[src/rtl/instruction_fetch.sv]
// Instruction fetch unit: PC sequencing, redirect/fault handling and a small
// fetch queue that decouples single-cycle instruction memory from decode.
module instruction_fetch #(
  parameter logic [31:0] RESET_PC = 32'h0000_0000,
  parameter int unsigned QDEPTH   = 2
) (
  input  logic        clk,
  input  logic        reset,
  output logic        imem_cs,
  output logic [31:0] imem_addr,
  input  logic [31:0] imem_instr,
  input  logic        redirect_valid,
  input  logic [31:0] redirect_pc,
  output logic        out_valid,
  output logic [31:0] out_instr,
  output logic [31:0] out_pc,
  input  logic        out_ready,
  output logic        fetch_fault
);

  localparam int unsigned PTR_W = (QDEPTH > 1) ? $clog2(QDEPTH) : 1;
  localparam int unsigned CNT_W = PTR_W + 1;
  localparam logic [CNT_W-1:0] FULL = CNT_W'(QDEPTH);

  typedef enum logic [1:0] {
    IDLE  = 2'd0,
    FETCH = 2'd1,
    FAULT = 2'd2
  } state_e;

  state_e           state_q, state_d;
  logic [31:0]      pc_q, pc_d;
  logic [CNT_W-1:0] count_q, count_d;
  logic [PTR_W-1:0] wr_ptr_q, wr_ptr_d;
  logic [PTR_W-1:0] rd_ptr_q, rd_ptr_d;
  logic             fault_q, fault_d;

  logic [31:0]      q_pc    [QDEPTH];
  logic [31:0]      q_instr [QDEPTH];

  logic             redir_c;
  logic             misalign_c;
  logic             fetch_c;
  logic             deq_c;

  // State register
  always_ff @(posedge clk) begin
    if (reset) begin
      state_q <= IDLE;
    end else begin
      state_q <= state_d;
    end
  end

  // Next-state logic
  always_comb begin
    state_d = state_q;
    case (state_q)
      IDLE:    state_d = FETCH;
      FETCH:   if (misalign_c) state_d = FAULT;
      FAULT:   state_d = FAULT;
      default: state_d = IDLE;
    endcase
  end

  // Output / control decode; reset masks visible outputs in the reset cycle itself
  always_comb begin
    redir_c    = 1'b0;
    misalign_c = 1'b0;
    fetch_c    = 1'b0;
    imem_cs    = 1'b0;
    imem_addr  = pc_q;
    out_valid  = 1'b0;
    out_pc     = 32'h0;
    out_instr  = 32'h0;
    deq_c      = 1'b0;
    if (state_q == FETCH) begin
      redir_c    = redirect_valid;
      misalign_c = redirect_valid && (redirect_pc[1:0] != 2'b00);
      fetch_c    = !redirect_valid &&
                   ((count_q < FULL) || ((count_q == FULL) && out_ready));
    end
    imem_cs   = fetch_c && !reset;
    out_valid = (count_q != '0) && (state_q != FAULT) && !reset;
    if (out_valid) begin
      out_pc    = q_pc[rd_ptr_q];
      out_instr = q_instr[rd_ptr_q];
    end
    deq_c       = out_valid && out_ready && !redir_c;
    fetch_fault = fault_q && !reset;
  end

  // Datapath next-state: redirect flushes the queue and beats any enqueue/dequeue
  always_comb begin
    pc_d     = pc_q;
    count_d  = count_q;
    wr_ptr_d = wr_ptr_q;
    rd_ptr_d = rd_ptr_q;
    fault_d  = fault_q;
    if (state_q == IDLE) begin
      pc_d = RESET_PC;
    end else if (redir_c) begin
      count_d  = '0;
      wr_ptr_d = '0;
      rd_ptr_d = '0;
      if (misalign_c) begin
        fault_d = 1'b1;
      end else begin
        pc_d = redirect_pc;
      end
    end else begin
      if (fetch_c) begin
        pc_d     = pc_q + 32'd4;
        wr_ptr_d = PTR_W'(wr_ptr_q + 1'b1);
      end
      if (deq_c) begin
        rd_ptr_d = PTR_W'(rd_ptr_q + 1'b1);
      end
      count_d = CNT_W'(count_q + CNT_W'(fetch_c) - CNT_W'(deq_c));
    end
  end

  always_ff @(posedge clk) begin
    if (reset) begin
      pc_q     <= RESET_PC;
      count_q  <= '0;
      wr_ptr_q <= '0;
      rd_ptr_q <= '0;
      fault_q  <= 1'b0;
    end else begin
      pc_q     <= pc_d;
      count_q  <= count_d;
      wr_ptr_q <= wr_ptr_d;
      rd_ptr_q <= rd_ptr_d;
      fault_q  <= fault_d;
    end
  end

  // Queue storage needs no reset; validity is tracked by count_q
  always_ff @(posedge clk) begin
    if (fetch_c) begin
      q_pc[wr_ptr_q]    <= pc_q;
      q_instr[wr_ptr_q] <= imem_instr;
    end
  end

endmodule

[config.mk]
export PLATFORM = sky130hd
export DESIGN_NAME = instruction_fetch
export DESIGN_NICKNAME = d
export VERILOG_FILES = /design/src/rtl/instruction_fetch.sv
export SDC_FILE = /design/constraint.sdc
export NUM_CORES = 1
export LEC_CHECK = 0
export CORE_MARGIN = 2
export CORE_UTILIZATION = 68
export DETAILED_ROUTE_END_ITERATION = 8
export DONT_BUFFER_PORTS = 1
export PLACE_DENSITY = 0.9
export SLEW_MARGIN = 20
export SYNTH_ARGS = -nofsm -noshare
export SYNTH_HDL_FRONTEND = slang
export SYNTH_SLANG_ARGS = --single-unit
export TNS_END_PERCENT = 1
[constraint.sdc]
create_clock -name clk -period 8.6 [get_ports clk]
set_input_delay 2.58 -clock clk [delete_from_list [all_inputs] [get_ports clk]]
set_output_delay 2.58 -clock clk [all_outputs]
set_load 0.01 [all_outputs]
* Word-level counts from Yosys, hierarchy flattened
Memory sizes are Yosys's and may differ from the RTL's. A register that Yosys moved wholly into a read port is not among the register bits.
Cells that the tools add are included.
** Storage, ports and cells
- Bits in registers :: 39
- RAM bits :: 128
- Logic and storage cells :: 65
- Memories :: 2
** Cells by class
- Add/subtract/negate cells :: 5
- $lt $le $gt $ge :: 1
- Equality and inequality tests :: 6
- Muxes and demuxes :: 21
- Bitwise gates (word level) :: 1
- Reduce and logical (&&, ||, !) cells :: 23
** Memories
- q_instr :: depth 2, bits a word 32, rd ports 1, clocked after Yosys merged registers in 1, wr ports 1, RTL line 39 : logic [31:0] q_instr [QDEPTH];
- q_pc :: depth 2, bits a word 32, rd ports 1, clocked after Yosys merged registers in 1, wr ports 1, RTL line 38 : logic [31:0] q_pc [QDEPTH];
** Operators by type and width (number)
- 2-to-1 mux 32 bit :: 5
- adder 32 x 3 -> 32 bit (second input constant) :: 1
- 2-to-1 mux 1 bit :: 13
- logical AND 1 bit :: 9
- nonzero test 2 bit :: 4
- inequality test 2 bit (second input constant) :: 3
- one-hot mux 2 bit (3 select lines) :: 1
- AND reduction 2 bit :: 3
- == test 2 bit (second input constant) :: 2
- 2-to-1 mux 2 bit :: 2
- logical NOT 1 bit :: 3
- AND reduction 3 bit :: 1
- adder 1 bit (second input constant) :: 2
- adder 2 x 1 -> 2 bit :: 1
- == test 2 x 1 -> 1 bit (second input constant) :: 1
- logical NOT 2 bit :: 1
- < comparator 2 bit (second input constant) :: 1
- OR reduction 2 bit :: 1
- subtractor 2 x 1 -> 2 bit :: 1
- logical OR 1 bit :: 1
- inverter 1 bit :: 1

* Logic depth before layout (Yosys ltp)
Gate-level depths: netlist (run 1).
- Word-level depth :: 9
- Depth in mapped cells :: 14
- Depth with buffers taken out :: 14

* Worst setup path before layout (run 1)
No wires, ideal clock.
- Kind :: input to output
- Start point :: input reset
- End point :: output out_instr[0]
- Arrival :: 3.691 ns
- Slack :: 2.329 ns
- Cell stages on the path :: 6
- Cell sequence :: clkbuf_1 -> nor2_1 -> o21ai_0 -> clkbuf_1 -> buf_1 -> nor2_1
** Between the ends
- Longest elaborated chain between the ends :: 3
** RTL lines
- from (decl) :: RTL line 8 : input logic reset,
- logical NOT 1 bit :: RTL line 84 : out_valid = (count_q != '0) && (state_q != FAULT) && !reset;
- logical AND 1 bit :: RTL line 84
- 2-to-1 mux 32 bit :: RTL line 85 : if (out_valid) begin
- to (decl) :: RTL line 15 : output logic [31:0] out_instr,
No other way between the ends.

* Final worst setup path (run 1)
- Start point :: input out_ready
- End point :: output imem_cs
** Between the ends
- Longest elaborated chain between the ends :: 5
** RTL lines
- from (decl) :: RTL line 17 : input logic out_ready,
- logical AND 1 bit :: RTL line 81 : ((count_q < FULL) || ((count_q == FULL) && out_ready));
- logical OR 1 bit :: RTL line 81
- logical AND 1 bit :: RTL line 80 : fetch_c = !redirect_valid &&
- 2-to-1 mux 1 bit :: RTL line 77 : if (state_q == FETCH) begin
- logical AND 1 bit :: RTL line 83 : imem_cs = fetch_c && !reset;
- to (decl) :: RTL line 9 : output logic imem_cs,
No other way between the ends.

==> metrics.json, run 1 <==
{
  "run_status": "complete, no violations",
  "final.period_utilization_pct": 71.0,
  "path_max_fanout": 16,
  "synthCells": 592,
  "timing.hold.worst_endpoint": "state_q[1]",
  "ios": 167,
  "maxSlewViolCount": 0,
  "globalplace.congestion": 0.827,
  "rrSetupSlack_ps": 5540,
  "hold_path.class": "register to register",
  "clock_network_fraction_of_design_power_pct": 33.5,
  "area_growth_from_synthesis_to_layout_pct": 8.79,
  "clock_latency_ps": 530,
  "crit-reg2reg-capture": "q_pc[0][14]",
  "internal_power_uw": 1400,
  "max-slew-margin-rel_pct": 27.6,
  "timing_worst_slew_pin_value_ps": 1090,
  "cts_resized": 0,
  "start_of_the_worst_register_to_register_path": "state_q[1]",
  "postSynthAreaPerCell_sq_um": 12.3,
  "tritoncts": "built",
  "detailedRoute.firstPassIterationCount": 5,
  "rsz0062_at_grt": "false",
  "largest_net_degree_at_the_start_of_global_routing": 66,
  "peakVddDrop_v": 0.000171,
  "cts_hold_buffers": 0,
  "ys.flop_type": "sky130_fd_sc_hd__edfxtp_1",
  "timing.clock.skew_ps": 8.81,
  "grt_util_all_layers_pct": 27.8,
  "synthesis.yosys.warnings": 0,
  "grt_pass1_wl_um": 23900,
  "most-common-layout-cells": "sky130_fd_sc_hd__edfxtp_1 (128), sky130_fd_sc_hd__nor2_1 (93), sky130_fd_sc_hd__mux2i_1 (65)",
  "post_route_cells_drive_above_1_share_pct": 9.85,
  "power.share.switching_pct": 28.7,
  "drt.antenna.violating_nets": 0,
  "grt_pass1_vias": 4647,
  "final-instance-count-excl-fill": 735,
  "timing.final.crit_period_ps": 6100,
  "globalRoute.totalOverflow": 0,
  "pre_cts_ws_ps": 2510,
  "final-setup-viol-count": 0,
  "vias": 4800,
  "power-per-cell-area_nw_per_um2": 248,
  "antenna_found_initial": 0,
  "required_ps": 6020,
  "dp.final_hpwl_um": 10300,
  "worst_r2r_path_depth": 7,
  "post_synth_instance_area_sq_um": 7260,
  "cts.reportedPaths.clkPinSlew_ps": 70,
  "drt-total-wl_um": 15600,
  "min-delay-start": "state_q[1]",
  "cp_data_arrival_time_ps": 3520,
  "numClockSinks": 168,
  "synth.net_count": 666,
  "clock_tree.root_cell": "sky130_fd_sc_hd__clkbuf_8",
  "detail_route.drc_violations": 0,
  "placed_cell_count": 703,
  "setup_slack_ps": 2500,
  "initialDrtViolationCount": 400,
  "achievable-frequency_ghz": 0.164,
  "switching_power_uw": 561,
  "horizontal_extent_of_the_die_um": 107,
  "cts_post_setup_buffers_inserted": 0,
  "cellLeakagePower_uw": 0.00239,
  "async_flop_share_pct": 0,
  "port-buffer-count": 0,
  "antenna-diode-count": 0,
  "route.detailed.wl_per_inst_um": 21.2,
  "die_area_sq_um": 11500,
  "coreArea_sq_um": 10300,
  "postSynthRegisterBits": 168,
  "power.sequential.fraction_pct": 50.3,
  "layout.nets": 660,
  "timing.critical_path.from_type": "primary input",
  "critical_path.endpoint_type": "output pin",
  "yosys.cell_types.count": 61,
  "max_cap_violations": 0,
  "criticalPathCategory": "primary input to output pin",
  "post_drt_via_cell_ratio": 6.53,
  "combPwrFrac_pct": 16.1,
  "edff_count_synth": 128,
  "holdPathStages": 2,
  "final_hold_viol_count": 0,
  "die_y_um": 107,
  "std_cell_rows": 37,
  "initial_standard_cell_utilization_of_the_core_pct": 70.3,
  "mostFrequentLayoutCell": "sky130_fd_sc_hd__edfxtp_1",
  "num_cts_buffers": 17,
  "yosysSeqAreaShare_pct": 64.0,
  "final.setup.tns_ps": 0,
  "ctsHtreeMaxLevel": 4,
  "cts_buffer_depth": 2
}
stage by stage:
stage,instance area (sq um),power [uW],utilization (%),hold WS [ps]
2_1_floorplan,7260,1230,-,458
3_3_place_gp,7380,1290,71.4,464
3_5_place_dp,7380,1310,71.4,490
4_1_cts,7890,1960,76.5,499
5_1_grt,7890,2040,76.5,533
6_report,7890,1960,76.5,501
state kept, by name, summed over array words and instances, names as in the netlist, named ones only:
register and flops:
count_q 2, fault_q 1, imem_addr 32, q_instr 64, q_pc 64, rd_ptr_q 1
state_q 2, wr_ptr_q 1
power groups by stage:
stage          registers (uW)  clock network (uW)  logic, uW
4_1_cts                   985                 668        312
3_3_place_gp              997                   0        294
5_1_grt                   991                 702        346
2_1_floorplan             997                   0        237
3_5_place_dp             1000                   0        310
6_report                  986                 656        316
synth_stat cells (all sizes together), types with 2 or more instances:
library cell  instances  area, sq um
edfxtp              128         3840
nor2                 95          359
mux2i                65          651
dfxtp                40          801
nand2                37          141
a21oi                28          140
o21ai                25          125
buf                  21         92.6
nand3                20          123
clkbuf               13         48.8
nand4                11         81.3
o211ai               11         82.6
nor3                  9         61.3
inv                   8         30.0
and3                  6         37.5
ha                    6         75.1
nor4                  5         67.6
a211oi                4         30.0
a311oi                4         35.0
a31oi                 4         25.0
and2                  4         25.0
a22oi                 3         22.5
a32o                  3         30.0
nor2b                 3         18.8
o22ai                 3         18.8
o31ai                 3         22.5
or2                   3         18.8
or3                   3         18.8
or4                   3         22.5
a31o                  2         17.5
a32oi                 2         17.5
nand2b                2         12.5
o2bb2ai               2         17.5
worst max-delay path: stages:
cell and delay (ps):
sky130_fd_sc_hd__nor2b_1 120, sky130_fd_sc_hd__o21a_2 390, sky130_fd_sc_hd__inv_2 200, sky130_fd_sc_hd__nor2_1 230
kinds of logic after synthesis:
| family | after synthesis | synth area share [%] |
|---|---|---|
| adder cells (fa/ha/maj) | 6 | 1.03 |
| AO/OA/AOI/OAI | 106 | 9.54 |
| XOR/XNOR | 1 | 0.121 |
| multiplexers | 65 | 8.97 |
| flip-flops | 168 | 64.0 |
| AND/OR/NAND/NOR | 204 | 14.0 |
| buffers and inverters | 42 | 2.36 |
how the worst max path moves through the flow:
| stage | cells past startpoint | start | endpoint | slack (ps) |
|---|---|---|---|---|
| floorplan | 6 | reset | out_instr[0] | 2330 |
| global placement | 4 | redirect_valid | imem_cs | 2560 |
| detailed placement | 4 | out_ready | imem_cs | 2510 |
| CTS | 4 | out_ready | imem_cs | 2510 |
| global route | 4 | out_ready | imem_cs | 2390 |
| finish | 4 | out_ready | imem_cs | 2500 |
per-layer routing:
metal | GRT usage, % | wire, um | up-vias
met5 | 0 | 0 | -
met4 | 11.6 | 392 | 0
met3 | 11.1 | 1760 | 37
met2 | 45.9 | 7860 | 281
met1 | 32.3 | 5550 | 2278
li1 | - | - | 2204
final cells by class:
type | count | area [sq um]
multi-input cells | 382 | 2460
well taps | 136 | 170
clock inverters | 14 | 100
clock buffers | 18 | 418
fillers | 623 | 2430
inverters | 8 | 30.0
repair buffers | 9 | 67.6
flip-flops and latches | 168 | 4650
(Power assumes the default switching activity.)
==> run 2: changes to the inputs <==
- CORE_UTILIZATION: 68 -> 63
- PLACE_DENSITY: 0.9 -> 0.85
- clock period: 8.6 -> 6.19 ns (I/O delays scaled with it)
==> metrics.json, run 2 (synthesis gave the netlist of run 1 again) <==
{
  "horizontal_extent_of_the_die_um": 111,
  "hold_path.class": "register to register",
  "postLayoutCellArea_sq_um": 8000,
  "drt-total-wl_um": 15600,
  "antenna-diode-count": 0,
  "area_growth_from_synthesis_to_layout_pct": 10.3,
  "criticalPathCategory": "primary input to output pin",
  "cts_buffer_depth": 2,
  "cp_data_arrival_time_ps": 2890,
  "ctsHtreeMaxLevel": 4,
  "switching_power_uw": 770,
  "route.detailed.wl_per_inst_um": 21.1,
  "globalRoute.totalOverflow": 0,
  "layout.nets": 658,
  "timing.final.crit_period_ps": 4750,
  "required_ps": 4330,
  "max_cap_violations": 0,
  "critical_path.endpoint_type": "output pin",
  "cpMaxStageDelayCell": "sky130_fd_sc_hd__buf_4",
  "timing.clock.skew_ps": 8.69,
  "timing.critical_path.mode_cell": "sky130_fd_sc_hd__nor2_1",
  "combPwrFrac_pct": 14.7,
  "timing.critical_path.from_type": "primary input",
  "critical_path.cell_chain": "nor2_1 -> o21ai_4 -> buf_4 -> nor2_1",
  "power.sequential.fraction_pct": 46.8,
  "cellLeakagePower_uw": 0.00244,
  "rsz0062_at_grt": "false",
  "path_max_fanout": 48,
  "initialDrtViolationCount": 395,
  "initial_standard_cell_utilization_of_the_core_pct": 64.1,
  "tritoncts": "built",
  "cts.reportedPaths.clkPinSlew_ps": 60,
  "critical-path-max-stage-delay_ps": 340,
  "numClockSinks": 168,
  "clock_tree.root_cell": "sky130_fd_sc_hd__clkbuf_16",
  "cts_resized": 0,
  "clock_network_fraction_of_design_power_pct": 38.5,
  "maxSlewViolCount": 0,
  "power-per-cell-area_nw_per_um2": 366,
  "grt_util_all_layers_pct": 25.3,
  "die_y_um": 111,
  "run_status": "complete, no violations",
  "port-buffer-count": 0,
  "final_hold_viol_count": 0,
  "placed_area_sq_um": 7370,
  "die_area_sq_um": 12400,
  "dp.final_hpwl_um": 10300,
  "vias": 4762,
  "num_cts_buffers": 17,
  "globalplace.congestion": 0.902,
  "cts_hold_buffers": 0,
  "detail_route.drc_violations": 0,
  "drt.antenna.violating_nets": 0,
  "max-slew-margin-rel_pct": 25.2,
  "grt_pass1_wl_um": 24600,
  "ios": 167,
  "mostFrequentLayoutCell": "sky130_fd_sc_hd__edfxtp_1",
  "critical_path_buffer_and_inverter_count": 1,
  "std_cell_rows": 39,
  "post_drt_via_cell_ratio": 6.44,
  "achievable-frequency_ghz": 0.211,
  "power.share.switching_pct": 26.3,
  "peakVddDrop_v": 0.000220,
  "internal_power_uw": 2160,
  "detailedRoute.firstPassIterationCount": 5,
  "grt_pass1_vias": 4786,
  "final.period_utilization_pct": 76.7,
  "timing_worst_slew_pin_value_ps": 1120,
  "post_route_cells_drive_above_1_share_pct": 9.73,
  "antenna_found_initial": 0,
  "final.setup.tns_ps": 0,
  "largest_net_degree_at_the_start_of_global_routing": 65,
  "cts_post_setup_buffers_inserted": 0,
  "most-common-layout-cells": "sky130_fd_sc_hd__edfxtp_1 (128), sky130_fd_sc_hd__nor2_1 (92), sky130_fd_sc_hd__mux2i_1 (65)",
  "final-setup-viol-count": 0,
  "coreArea_sq_um": 11300,
  "critical_path.top_delay_family": "simple AND/OR/NAND/NOR gates",
  "clock_latency_ps": 410
}
-- run 2: cell types whose count changed in the layout (fill, tap and decap cells not counted), sizes merged --
cell	before	now
bufinv	0	5
clkbuf	18	20
clkinvlp	4	0
inv	11	10
clkinv	7	4
buf	9	7
-- run 2: area by class of cell --
cell class                      instances  area [sq um]
Sequential cell                       168          4650
Fill cell                             753          3320
Multi-Input combinational cell        382          2460
Clock buffer                           20           437
Clock inverter                         11           194
Tap cell                              143           179
Timing Repair Buffer                    7          52.6
Inverter                                8          30.0
-- run 2: power by group through the flow --
| stage | Clock, uW | Sequential, uW | Combinational, uW |
|---|---|---|---|
| after floorplan | 0 | 1390 | 329 |
| after global placement | 0 | 1390 | 403 |
| after detailed placement | 0 | 1400 | 425 |
| after CTS | 1140 | 1370 | 426 |
| after global routing | 1190 | 1380 | 475 |
| final | 1130 | 1370 | 431 |
-- run 2: worst paths after layout --
| kind | startpoint | slack, ps | endpoint | depth (start not counted) |
|---|---|---|---|---|
| hold reg to reg | rd_ptr_q | 480 | register | 2 |
| hold / removal | rd_ptr_q | 480 | register | 2 |
| setup reg to reg | state_q[1] | 3140 | q_pc[0][21] | 7 |
| setup / recovery | reset | 1440 | out_pc[1] | 4 |
-- run 2: worst register-to-register path, stage by stage (launching register included) --
cell and delay (ps):
sky130_fd_sc_hd__dfxtp_1 330, sky130_fd_sc_hd__inv_1 80, sky130_fd_sc_hd__ha_1 290, sky130_fd_sc_hd__nor2b_1 190, sky130_fd_sc_hd__o21a_2 400, sky130_fd_sc_hd__inv_2 200
sky130_fd_sc_hd__nor2_4 530, sky130_fd_sc_hd__buf_4 630
-- run 2: per-layer routing --
metal | global-route usage, % | share of wire, % | vias up
li1 | - | - | 2202
met1 | 29.9 | 38 | 2276
met2 | 41.7 | 49 | 257
met3 | 10.4 | 11 | 27
met4 | 9.79 | 1.6 | 0
met5 | 0 | 0 | -
-- run 2: stage by stage --
step	utilization [%]	setup slack (ps)	power (uW)	hold slack, ps	std cells
final	70.7	1440	2930	476	739
after CTS	70.7	1450	2940	478	739
after global placement	65.1	1520	1790	461	708
after detailed placement	65.1	1460	1820	467	708
after floorplan	-	759	1710	458	592
after global routing	70.7	1360	3050	512	739
==> run 3: changes to the inputs <==
- CORE_UTILIZATION: 63 -> 57
- PLACE_DENSITY: 0.85 -> 0.81
- clock period: 6.19 -> 4.36 ns (I/O delays scaled with it)
==> metrics.json, run 3 (synthesis gave the netlist of run 1 again) <==
{
  "run_status": "complete, no violations",
  "grt_pass1_wl_um": 23400,
  "final-setup-viol-count": 0,
  "cp_data_arrival_time_ps": 2410,
  "die_area_sq_um": 13600,
  "tritoncts": "built",
  "switching_power_uw": 1110,
  "cts.reportedPaths.clkPinSlew_ps": 60,
  "num_cts_buffers": 17,
  "ctsHtreeMaxLevel": 4,
  "area_growth_from_synthesis_to_layout_pct": 11.1,
  "port-buffer-count": 0,
  "internal_power_uw": 2990,
  "combPwrFrac_pct": 15.5,
  "timing.clock.skew_ps": 8.11,
  "required_ps": 3050,
  "layout.area.seq_sq_um": 4650,
  "grt_util_all_layers_pct": 23.2,
  "critical_path.cell_chain": "nor2_1 -> o21ai_4 -> buf_4 -> nor2_1",
  "timing_worst_slew_pin_value_ps": 936,
  "final.period_utilization_pct": 85.2,
  "critical_path_buffer_and_inverter_count": 1,
  "drt-total-wl_um": 15900,
  "cts_post_setup_buffers_inserted": 0,
  "critical_path.endpoint_type": "output pin",
  "final.setup.tns_ps": 0,
  "maxSlewViolCount": 0,
  "horizontal_extent_of_the_die_um": 117,
  "cpMaxStageDelayCell": "sky130_fd_sc_hd__buf_4",
  "antenna-diode-count": 0,
  "clock_latency_ps": 420,
  "ios": 167,
  "cts_hold_buffers": 0,
  "grt_pass1_vias": 4483,
  "detail_route.drc_violations": 0,
  "post_drt_via_cell_ratio": 6.15,
  "largest_net_degree_at_the_start_of_global_routing": 65,
  "power.sequential.fraction_pct": 47.3,
  "layout.nets": 662,
  "route.detailed.wl_per_inst_um": 20.5,
  "numClockSinks": 168,
  "detailedRoute.firstPassIterationCount": 8,
  "critical-path-max-stage-delay_ps": 340,
  "vias": 4752,
  "timing.final.crit_period_ps": 3720,
  "multiInputGateArea_sq_um": 2460,
  "drt.antenna.violating_nets": 0,
  "clock_tree.root_cell": "sky130_fd_sc_hd__clkbuf_16",
  "hold_slack_ps": 492,
  "mostFrequentLayoutCell": "sky130_fd_sc_hd__edfxtp_1",
  "antenna_found_initial": 0,
  "rsz0062_at_grt": "false",
  "path_max_fanout": 34,
  "num-fill-cells": 946,
  "final_hold_viol_count": 0,
  "initial_standard_cell_utilization_of_the_core_pct": 58.0,
  "post_route_cells_drive_above_1_share_pct": 10.6,
  "achievable-frequency_ghz": 0.269,
  "most-common-layout-cells": "sky130_fd_sc_hd__edfxtp_1 (128), sky130_fd_sc_hd__nor2_1 (93), sky130_fd_sc_hd__mux2i_1 (65)",
  "hold_path.class": "register to register",
  "max_cap_violations": 0,
  "dp.final_hpwl_um": 10400,
  "criticalPathCategory": "primary input to output pin",
  "critical_path.top_delay_family": "simple AND/OR/NAND/NOR gates",
  "die_y_um": 117,
  "initialDrtViolationCount": 551,
  "std_cell_rows": 41,
  "coreArea_sq_um": 12500,
  "power-per-cell-area_nw_per_um2": 509,
  "power.share.switching_pct": 27.0,
  "globalRoute.totalOverflow": 0,
  "clock_network_fraction_of_design_power_pct": 37.1,
  "max-slew-margin-rel_pct": 37.4,
  "peakVddDrop_v": 0.000348,
  "timing.critical_path.mode_cell": "sky130_fd_sc_hd__nor2_1",
  "cts_buffer_depth": 2,
  "timing.critical_path.from_type": "primary input",
  "globalplace.congestion": 0.869,
  "cts_resized": 0,
  "cellLeakagePower_uw": 0.00245
}
-- run 3: path summary, 6_finish.rpt --
| path | cells after the start | slack (ps) | end | startpoint |
|---|---|---|---|---|
| worst max-delay path | 4 | 640 | out_pc[22] | reset |
| worst min-delay path | 2 | 490 | state_q[0] | state_q[0] |
| worst max register to register | 11 | 1590 | count_q[1] | count_q[0] |
| worst min register to register | 2 | 490 | state_q[0] | state_q[0] |
-- run 3: final cells by class --
type | count | area share [%]
clock inverter | 11 | 1.85
multi-input combinational | 382 | 30.5
sequential | 168 | 57.7
inverter | 8 | 0.373
clock buffer | 21 | 5.71
tap | 172 | 2.67
timing repair buffer | 11 | 1.18
-- run 3: worst reg2reg max path, stage by stage, from the launching register on --
cell and delay (ps):
sky130_fd_sc_hd__dfxtp_1 360, sky130_fd_sc_hd__o21ai_4 740, sky130_fd_sc_hd__inv_1 270, sky130_fd_sc_hd__nand2_1 160, sky130_fd_sc_hd__nor2_1 60, sky130_fd_sc_hd__ha_1 320, sky130_fd_sc_hd__inv_1 80, sky130_fd_sc_hd__ha_1 160
sky130_fd_sc_hd__xor2_1 190, sky130_fd_sc_hd__nor2_1 60, sky130_fd_sc_hd__o21ai_0 170, sky130_fd_sc_hd__a21oi_1 80
-- run 3: metrics by stage --
| step | cells | utilization [%] | total power [uW] | setup WS (ps) | instance area, sq um |
|---|---|---|---|---|---|
| final | 773 | 64.4 | 4100 | 644 | 8060 |
| after global routing | 773 | 64.4 | 4270 | 540 | 8060 |
| after CTS | 773 | 64.4 | 4120 | 648 | 8060 |
| after detailed placement | 741 | 59.5 | 2600 | 652 | 7450 |
| after global placement | 741 | 59.5 | 2560 | 730 | 7450 |
| after floorplan | 592 | - | 2430 | 492 | 7260 |
-- run 3: metal layers --
layer	up-vias	share of wire [%]	GRT usage [%]
li1	2208	-	-
met1	2256	37	26.0
met2	254	50	39.2
met3	34	11	9.22
met4	0	2.3	10.1
met5	-	0	0
-- run 3: power by group through the flow --
stage | clock [uW] | combinational (uW) | sequential [uW]
after floorplan | 0 | 468 | 1960
final | 1520 | 637 | 1940
after CTS | 1550 | 629 | 1940
after global routing | 1600 | 705 | 1960
after global placement | 0 | 593 | 1970
after detailed placement | 0 | 627 | 1980
